`config.mk`:
```
export PLATFORM = sky130hd
export DESIGN_NAME = acltx_sched_flat
export DESIGN_NICKNAME = d
export VERILOG_FILES = /design/src/rtl/bb_pkg.sv /design/src/rtl/acltx_sched_if.sv /design/src/rtl/acltx_bufslot.sv /design/src/rtl/acltx_sched.sv /design/src/flat_wrapper.sv
export SDC_FILE = /design/constraint.sdc
export NUM_CORES = 1
export LEC_CHECK = 0
export CAP_MARGIN = 10
export CORE_MARGIN = 1
export CORE_UTILIZATION = 45
export CTS_CLUSTER_DIAMETER = 200
export DETAILED_ROUTE_END_ITERATION = 8
export PLACE_DENSITY = 0.78
export SYNTH_ARGS = -nofsm -noshare
export SYNTH_HDL_FRONTEND = slang
export SYNTH_SLANG_ARGS = --single-unit
```
`constraint.sdc`:
```
create_clock -name clk_6M -period 2.67 [get_ports clk_6M]
set_input_delay 0.4005 -clock clk_6M [delete_from_list [all_inputs] [get_ports clk_6M]]
set_output_delay 0.4005 -clock clk_6M [all_outputs]
set_load 0.02 [all_outputs]
```
`src/rtl/bb_pkg.sv`:
```
// bb_pkg: shared baseband types for the ACL transmit scheduler
// Contents: tx_st_e FSM encoding, RETX_W_DEF default retransmit counter width
package bb_pkg;
  localparam int RETX_W_DEF = 4;
  typedef enum logic [1:0] {IDLE, TX, WAIT} tx_st_e;
endpackage

```
`src/rtl/acltx_sched_if.sv`:
```
// acltx_sched_if: host, rx-decoder and tx-timing signals of the ACL tx scheduler
// master: drives host/decoder/timing inputs and observes scheduler outputs
// slave:  the scheduler itself
interface acltx_sched_if #(parameter int RETX_W = bb_pkg::RETX_W_DEF);
  logic              bsm_load_p;
  logic [9:0]        bsm_len;
  logic              flush_p;
  logic [2:0]        ms_lt_addr;
  logic [7:0]        dec_arqn;
  logic [7:0]        dec_flow;
  logic              dec_hdr_p;
  logic              dec_hecgood;
  logic              header_st_p;
  logic              pk_encode;
  logic              py_endp;
  logic              ms_tslot_p;
  logic [RETX_W-1:0] regi_retx_limit;
  logic              s1a;
  logic              bsm_wrbuf;
  logic              bsm_wrrdy;
  logic [1:0]        txbuf_valid;
  logic [9:0]        tx_pylenByte;
  logic              tx_null;
  logic              tx_seqn;
  logic              txbuf_free_p;
  logic              drop_p;
  logic              load_err_p;
  modport master (
    output bsm_load_p, bsm_len, flush_p, ms_lt_addr, dec_arqn, dec_flow, dec_hdr_p,
           dec_hecgood, header_st_p, pk_encode, py_endp, ms_tslot_p, regi_retx_limit,
    input  s1a, bsm_wrbuf, bsm_wrrdy, txbuf_valid, tx_pylenByte, tx_null, tx_seqn,
           txbuf_free_p, drop_p, load_err_p
  );
  modport slave (
    input  bsm_load_p, bsm_len, flush_p, ms_lt_addr, dec_arqn, dec_flow, dec_hdr_p,
           dec_hecgood, header_st_p, pk_encode, py_endp, ms_tslot_p, regi_retx_limit,
    output s1a, bsm_wrbuf, bsm_wrrdy, txbuf_valid, tx_pylenByte, tx_null, tx_seqn,
           txbuf_free_p, drop_p, load_err_p
  );
endinterface

```
`src/rtl/acltx_bufslot.sv`:
```
// acltx_bufslot: loaded flag and payload length of one tx buffer
// Ports: clk_6M, rstz (sync active-low); load sets valid and latches len_in;
// clr clears valid; flush clears valid with priority; valid, len outputs
module acltx_bufslot (
  input  logic       clk_6M,
  input  logic       rstz,
  input  logic       load,
  input  logic       clr,
  input  logic       flush,
  input  logic [9:0] len_in,
  output logic       valid,
  output logic [9:0] len
);
  always_ff @(posedge clk_6M) begin
    if (!rstz) begin
      valid <= 1'b0;
      len   <= '0;
    end else begin
      valid <= flush ? 1'b0 : load ? 1'b1 : clr ? 1'b0 : valid;
      len   <= (load && !flush) ? len_in : len;
    end
  end
endmodule

```
`src/rtl/acltx_sched.sv`:
```
// acltx_sched: ACL tx double-buffer scheduler with ARQN/SEQN retransmission
// Ports: clk_6M, rstz (sync active-low), b (acltx_sched_if.slave) carrying host
// load, rx ARQN/FLOW decode, tx timing strobes and buffer/SEQN status outputs
module acltx_sched
  import bb_pkg::*;
#(
  parameter int RETX_W = RETX_W_DEF
) (
  input logic            clk_6M,
  input logic            rstz,
  acltx_sched_if.slave   b
);
  tx_st_e            st;
  logic [RETX_W-1:0] retx;
  logic [RETX_W-1:0] retx_nx;
  logic              slot_seen;
  logic [1:0]        valid;
  logic [9:0]        len [2];
  logic              flow_ok, hdr_ok, ack, nak, lim, done, ld;
  assign b.bsm_wrbuf    = ~b.s1a;
  assign b.bsm_wrrdy    = ~valid[b.bsm_wrbuf];
  assign b.txbuf_valid  = valid;
  assign b.tx_pylenByte = len[b.s1a];
  assign flow_ok = b.dec_flow[b.ms_lt_addr];
  assign hdr_ok  = b.dec_hdr_p & b.dec_hecgood & b.dec_arqn[b.ms_lt_addr];
  assign ack     = (st == WAIT) & hdr_ok;
  // a missing reply is only declared once a second slot boundary passes in WAIT
  assign nak     = (st == WAIT) & (b.dec_hdr_p ? ~hdr_ok : b.ms_tslot_p & slot_seen);
  assign retx_nx = &retx ? retx : retx + RETX_W'(1);
  assign lim     = nak & (|b.regi_retx_limit) & (retx_nx == b.regi_retx_limit);
  assign done    = ack | lim;
  assign ld      = b.bsm_load_p & b.bsm_wrrdy & ~b.flush_p;
  for (genvar i = 0; i < 2; i++) begin : g_slot
    acltx_bufslot u_slot (
      .clk_6M (clk_6M),
      .rstz   (rstz),
      .load   (ld & (b.bsm_wrbuf == 1'(i))),
      .clr    (done & ~b.flush_p & (b.s1a == 1'(i))),
      .flush  (b.flush_p),
      .len_in (b.bsm_len),
      .valid  (valid[i]),
      .len    (len[i])
    );
  end
  always_ff @(posedge clk_6M) begin
    if (!rstz) begin
      st             <= IDLE;
      retx           <= '0;
      slot_seen      <= 1'b0;
      b.s1a          <= 1'b0;
      b.tx_seqn      <= 1'b1;
      b.tx_null      <= 1'b1;
      b.txbuf_free_p <= 1'b0;
      b.drop_p       <= 1'b0;
      b.load_err_p   <= 1'b0;
    end else begin
      b.load_err_p   <= b.bsm_load_p & ~b.bsm_wrrdy;
      b.txbuf_free_p <= ack & ~b.flush_p;
      b.drop_p       <= lim & ~b.flush_p;
      if (b.flush_p) begin
        st        <= IDLE;
        retx      <= '0;
        b.tx_null <= 1'b1;
      end else begin
        case (st)
          IDLE: begin
            if (b.header_st_p && b.pk_encode) begin
              b.tx_null <= ~(flow_ok & valid[b.s1a]);
              st        <= (flow_ok & valid[b.s1a]) ? TX : IDLE;
            end
            // host can only fill the idle buffer, so hand it over when ours is empty
            if (!valid[b.s1a] && valid[~b.s1a]) b.s1a <= ~b.s1a;
          end
          TX: begin
            if (b.py_endp) begin
              st        <= WAIT;
              slot_seen <= 1'b0;
            end
          end
          WAIT: begin
            if (b.ms_tslot_p) slot_seen <= 1'b1;
            if (done) begin
              b.s1a     <= ~b.s1a;
              b.tx_seqn <= ~b.tx_seqn;
              retx      <= '0;
              st        <= IDLE;
            end else if (nak) begin
              retx <= retx_nx;
              st   <= IDLE;
            end
          end
          default: st <= IDLE;
        endcase
      end
    end
  end
endmodule

```
`src/flat_wrapper.sv`:
```
// flat-port wrapper written by rule: the top's interface ports become plain ports
module acltx_sched_flat import bb_pkg::*;
#(
  parameter int RETX_W = RETX_W_DEF
)
  (clk_6M, rstz, b_bsm_load_p, b_bsm_len, b_flush_p, b_ms_lt_addr, b_dec_arqn, b_dec_flow, b_dec_hdr_p, b_dec_hecgood, b_header_st_p, b_pk_encode, b_py_endp, b_ms_tslot_p, b_regi_retx_limit, b_s1a, b_bsm_wrbuf, b_bsm_wrrdy, b_txbuf_valid, b_tx_pylenByte, b_tx_null, b_tx_seqn, b_txbuf_free_p, b_drop_p, b_load_err_p);
  acltx_sched_if #(.RETX_W(RETX_W)) b_i ();
  input logic clk_6M;
  input logic rstz;
  input wire logic [$bits(b_i.bsm_load_p)-1:0] b_bsm_load_p;
  input wire logic [$bits(b_i.bsm_len)-1:0] b_bsm_len;
  input wire logic [$bits(b_i.flush_p)-1:0] b_flush_p;
  input wire logic [$bits(b_i.ms_lt_addr)-1:0] b_ms_lt_addr;
  input wire logic [$bits(b_i.dec_arqn)-1:0] b_dec_arqn;
  input wire logic [$bits(b_i.dec_flow)-1:0] b_dec_flow;
  input wire logic [$bits(b_i.dec_hdr_p)-1:0] b_dec_hdr_p;
  input wire logic [$bits(b_i.dec_hecgood)-1:0] b_dec_hecgood;
  input wire logic [$bits(b_i.header_st_p)-1:0] b_header_st_p;
  input wire logic [$bits(b_i.pk_encode)-1:0] b_pk_encode;
  input wire logic [$bits(b_i.py_endp)-1:0] b_py_endp;
  input wire logic [$bits(b_i.ms_tslot_p)-1:0] b_ms_tslot_p;
  input wire logic [$bits(b_i.regi_retx_limit)-1:0] b_regi_retx_limit;
  output wire logic [$bits(b_i.s1a)-1:0] b_s1a;
  output wire logic [$bits(b_i.bsm_wrbuf)-1:0] b_bsm_wrbuf;
  output wire logic [$bits(b_i.bsm_wrrdy)-1:0] b_bsm_wrrdy;
  output wire logic [$bits(b_i.txbuf_valid)-1:0] b_txbuf_valid;
  output wire logic [$bits(b_i.tx_pylenByte)-1:0] b_tx_pylenByte;
  output wire logic [$bits(b_i.tx_null)-1:0] b_tx_null;
  output wire logic [$bits(b_i.tx_seqn)-1:0] b_tx_seqn;
  output wire logic [$bits(b_i.txbuf_free_p)-1:0] b_txbuf_free_p;
  output wire logic [$bits(b_i.drop_p)-1:0] b_drop_p;
  output wire logic [$bits(b_i.load_err_p)-1:0] b_load_err_p;
  assign b_i.bsm_load_p = b_bsm_load_p;
  assign b_i.bsm_len = b_bsm_len;
  assign b_i.flush_p = b_flush_p;
  assign b_i.ms_lt_addr = b_ms_lt_addr;
  assign b_i.dec_arqn = b_dec_arqn;
  assign b_i.dec_flow = b_dec_flow;
  assign b_i.dec_hdr_p = b_dec_hdr_p;
  assign b_i.dec_hecgood = b_dec_hecgood;
  assign b_i.header_st_p = b_header_st_p;
  assign b_i.pk_encode = b_pk_encode;
  assign b_i.py_endp = b_py_endp;
  assign b_i.ms_tslot_p = b_ms_tslot_p;
  assign b_i.regi_retx_limit = b_regi_retx_limit;
  assign b_s1a = b_i.s1a;
  assign b_bsm_wrbuf = b_i.bsm_wrbuf;
  assign b_bsm_wrrdy = b_i.bsm_wrrdy;
  assign b_txbuf_valid = b_i.txbuf_valid;
  assign b_tx_pylenByte = b_i.tx_pylenByte;
  assign b_tx_null = b_i.tx_null;
  assign b_tx_seqn = b_i.tx_seqn;
  assign b_txbuf_free_p = b_i.txbuf_free_p;
  assign b_drop_p = b_i.drop_p;
  assign b_load_err_p = b_i.load_err_p;
  acltx_sched #(.RETX_W(RETX_W)) u_core (.clk_6M(clk_6M), .rstz(rstz), .b(b_i));
endmodule
```
==> flow_summary_export.csv, run 1 <==
group,metric,value,unit
routing,wl_per_cell,14.3,um
routing,first_pass_iters,4,
logic_synthesis,ys_ff_latch,35,
clock_network,cts_tree,"built",
routing,routed.top_layer,"met4",
die,fp-row-count,23,
sta,rsz0062_at_grt,"no",
worst_setup_path,critical_path_class,"register to output pin",
routing,dr_wl_met3,227,um
power_and_ir_drop,power_density,464,nW/um^2
routing,via_per_inst,5.40,
logic_synthesis,syn-num-nets,280,
die,core,4090,um^2
worst_setup_path,critPathLaunchType,"register",
sta,fmax,398,MHz
routing,drc,0,
worst_setup_path,crit_chain,"mux2i_1 > clkdlybuf4s50_1",
clock_network,clock_latency,0.28,ns
sta,period_needed,2.51,ns
global_route,antenna_found_initial,0,
worst_setup_path,reg2reg_setup_slack,0.30,ns
clock_network,clk_pin_slew,0.07,ns
logic_synthesis,synth_area_per_cell,8.43,um^2
logic_synthesis,synth-edff-count,0,
placement,place_hpwl,3680,um
worst_setup_path,cp_slowest_cell,"dfxtp_1",
final_layout,area_delta_synth_final,41.0,%
die,io_pins,63,
worst_setup_path,path_delay_family,"flip-flops",
sta,period_share,0.941,
logic_synthesis,synthFlopType,"dfxtp_1",
routing,vias,1883,
clock_network,cts-buffers-inserted,5,
final_layout,mostFrequentLayoutCell,"clkdlybuf4s50_1",
power_and_ir_drop,ir_worst_vdd,0.253,mV
die,initial_core_util,0.481,
logic_synthesis,ys_types,45,
clock_network,post_cts_buffers,0,
routing,ant_nets,0,
routing,wl_met2,2430,um
global_route,grt_max_degree,19,
final_layout,final_nets,345,
routing,routed_wl,4980,um
logic_synthesis,post_synth_instance_area,1960,um^2
clock_network,htree_levels,2,
power_and_ir_drop,p_int,1.01,mW
worst_setup_path,crit_arrival,2.11,ns
die,die_h,68.1,um
final_layout,antenna_cells,0,
final_layout,n_fill_cell,353,
worst_setup_path,critPathBufInv,1,
clock_network,cts_resized,0,
sta,hold_viol_final,0,
logic_synthesis,ys_warn_count,0,
clock_network,ctsHoldBuffers,0,
power_and_ir_drop,seqPwrFrac,0.422,
worst_setup_path,cp_max_fo,18,
worst_setup_path,critPathMaxStageDelay,0.80,ns
global_route,grt.total_usage,0.231,
worst_setup_path,endpoint_kind,"output pin",
sta,clock_skew,0.0101,ns
die,dieArea,4630,um^2
power_and_ir_drop,p_sw,0.275,mW
logic_synthesis,netlist_instances,233,
global_route,grt_pass1_vias,1849,
sta,worstMarginPinSlew,0.736,ns
run_status,outcome,"completed",
sta,final-setup-viol-count,0,
sta,hold_ws,0.453,ns
global_route,grt_overflow,0,
clock_network,root_buffer,"clkbuf_8",
sta,maxSlewViolCount,0,
logic_synthesis,async_flop_share,0,
placement,gp_congestion,0.815,
final_layout,drive_gt1_frac,0.114,
final_layout,final_cell_mix,"62 x clkdlybuf4s50_1, 49 x nand2_1, 35 x dfxtp_1, 31 x a21oi_1, 14 x nor2_1",
power_and_ir_drop,switching_share,0.214,
clock_network,clockBufferDepth,2,
power_and_ir_drop,power_frac_clock,0.439,
placement,io_buffers,62,
sta,slew_headroom,0.509,
die,die_w,68.1,um
run,drv_cap,0,
worst_hold_path,hold_path.class,"register to register",
power_and_ir_drop,p_leak,0.998,nW
sta,fin_setup_tns,0,ns
routing,first_iter_violations,135,
clock_network,cts_num_sinks,35,
worst_setup_path,crit_required,2.27,ns
logic_synthesis,seq_area_frac_synth,0.357,
power_and_ir_drop,pwr-share-comb,0.139,
final_layout,fin_util,0.678,
routing,drt-met1-wl,2230,um
global_route,grt_pass1_wl,7940,um
worst register-to-register path, stage by stage (launching register included):
cell	delay, ns
dfxtp_1	0.46
ha_1	0.35
and3_1	0.28
mux2i_1	0.24
o221a_4	0.25
a31oi_4	0.14
o31a_1	0.26
or3_1	0.29
final cells by class:
cell class | count | area [um^2] | share of cell area
Clock buffer | 6 | 72.6 | 0.0262
Inverter | 8 | 30.0 | 0.0108
Multi-Input combinational cell | 178 | 1160 | 0.420
Tap cell | 50 | 62.6 | 0.0226
Clock inverter | 2 | 60.1 | 0.0217
Timing Repair Buffer | 70 | 681 | 0.246
Sequential cell | 35 | 701 | 0.253
final timing paths:
check                                      start                              to  cells past startpoint
setup reg to reg                  u_core.retx[0]                u_core.b.tx_seqn                      7
hold reg to reg   u_core.g_slot[1].u_slot.len[7]  u_core.g_slot[1].u_slot.len[7]                      2
hold / removal    u_core.g_slot[1].u_slot.len[7]  u_core.g_slot[1].u_slot.len[7]                      2
setup / recovery                    u_core.b.s1a                     b_bsm_wrrdy                      2
state kept, by name, summed over array words and instances, names as in the netlist:
register	cells
u_core.g_slot.u_slot.len	20
u_core.slot_seen	1
u_core.b.txbuf_free_p	1
u_core.b.load_err_p	1
u_core.b.s1a	1
u_core.b.drop_p	1
u_core.st	2
u_core.retx	4
u_core.g_slot.u_slot.valid	2
u_core.b.tx_seqn	1
u_core.b.tx_null	1
layer usage:
metal / GRT usage / vias to the layer above
li1: - / 961
met1: 0.275 / 868
met2: 0.388 / 46
met3: 0.0583 / 8
met4: 0.0990 / 0
met5: 0 / -
per-stage QoR:
stage	instances	instance area, um^2	power [mW]	setup slack [ns]
floorplan	233	1960	0.630	0.498
global placement	341	2640	0.728	0.112
detailed placement	341	2640	0.731	0.0386
CTS	349	2770	1.29	0.137
global route	349	2770	1.33	0.0964
finish	349	2770	1.29	0.159
cells by family (layout without fill, tap and decap cells):
kind of cell / Yosys count / in the layout / share of synthesized area
simple gates: 102 / 102 / 0.248
compound gates: 52 / 52 / 0.178
flops: 35 / 35 / 0.357
buf+inv: 20 / 86 / 0.0510
mux: 18 / 18 / 0.131
fa+ha+maj: 4 / 4 / 0.0255
xor+xnor: 2 / 2 / 0.00892
power by group through the flow:
stage / combinational, mW / sequential, mW / clock, mW
floorplan: 0.0793 / 0.551 / 0
global placement: 0.174 / 0.554 / 0
detailed placement: 0.177 / 0.554 / 0
CTS: 0.178 / 0.542 / 0.572
global route: 0.191 / 0.544 / 0.598
finish: 0.179 / 0.542 / 0.564
cell usage after synthesis, types with 2 or more instances:
master	n	share of area
nand2_1	49	0.094
dfxtp_1	35	0.36
a21oi_1	31	0.079
nor2_1	14	0.027
nor3_1	11	0.028
mux2_2	10	0.057
inv_1	8	0.015
nand2b_1	5	0.016
nand3_1	5	0.013
or3_1	5	0.016
clkbuf_1	4	0.0076
ha_1	4	0.025
mux2i_1	4	0.020
mux4_1	4	0.054
o21ai_0	4	0.010
a31oi_1	3	0.0096
and3_1	2	0.0064
buf_1	2	0.0038
buf_2	2	0.0051
buf_4	2	0.0076
buf_6	2	0.011
nor3b_1	2	0.0076
nor4_2	2	0.013
o31a_1	2	0.0089
(Power assumes the default switching activity.)
==> run 2, diff against run 1 <==
HOLD_SLACK_MARGIN = 0.06   (was not set)
==> results of run 2 <==
No change in the layout: final DEF, timing and power equal those of run 1.
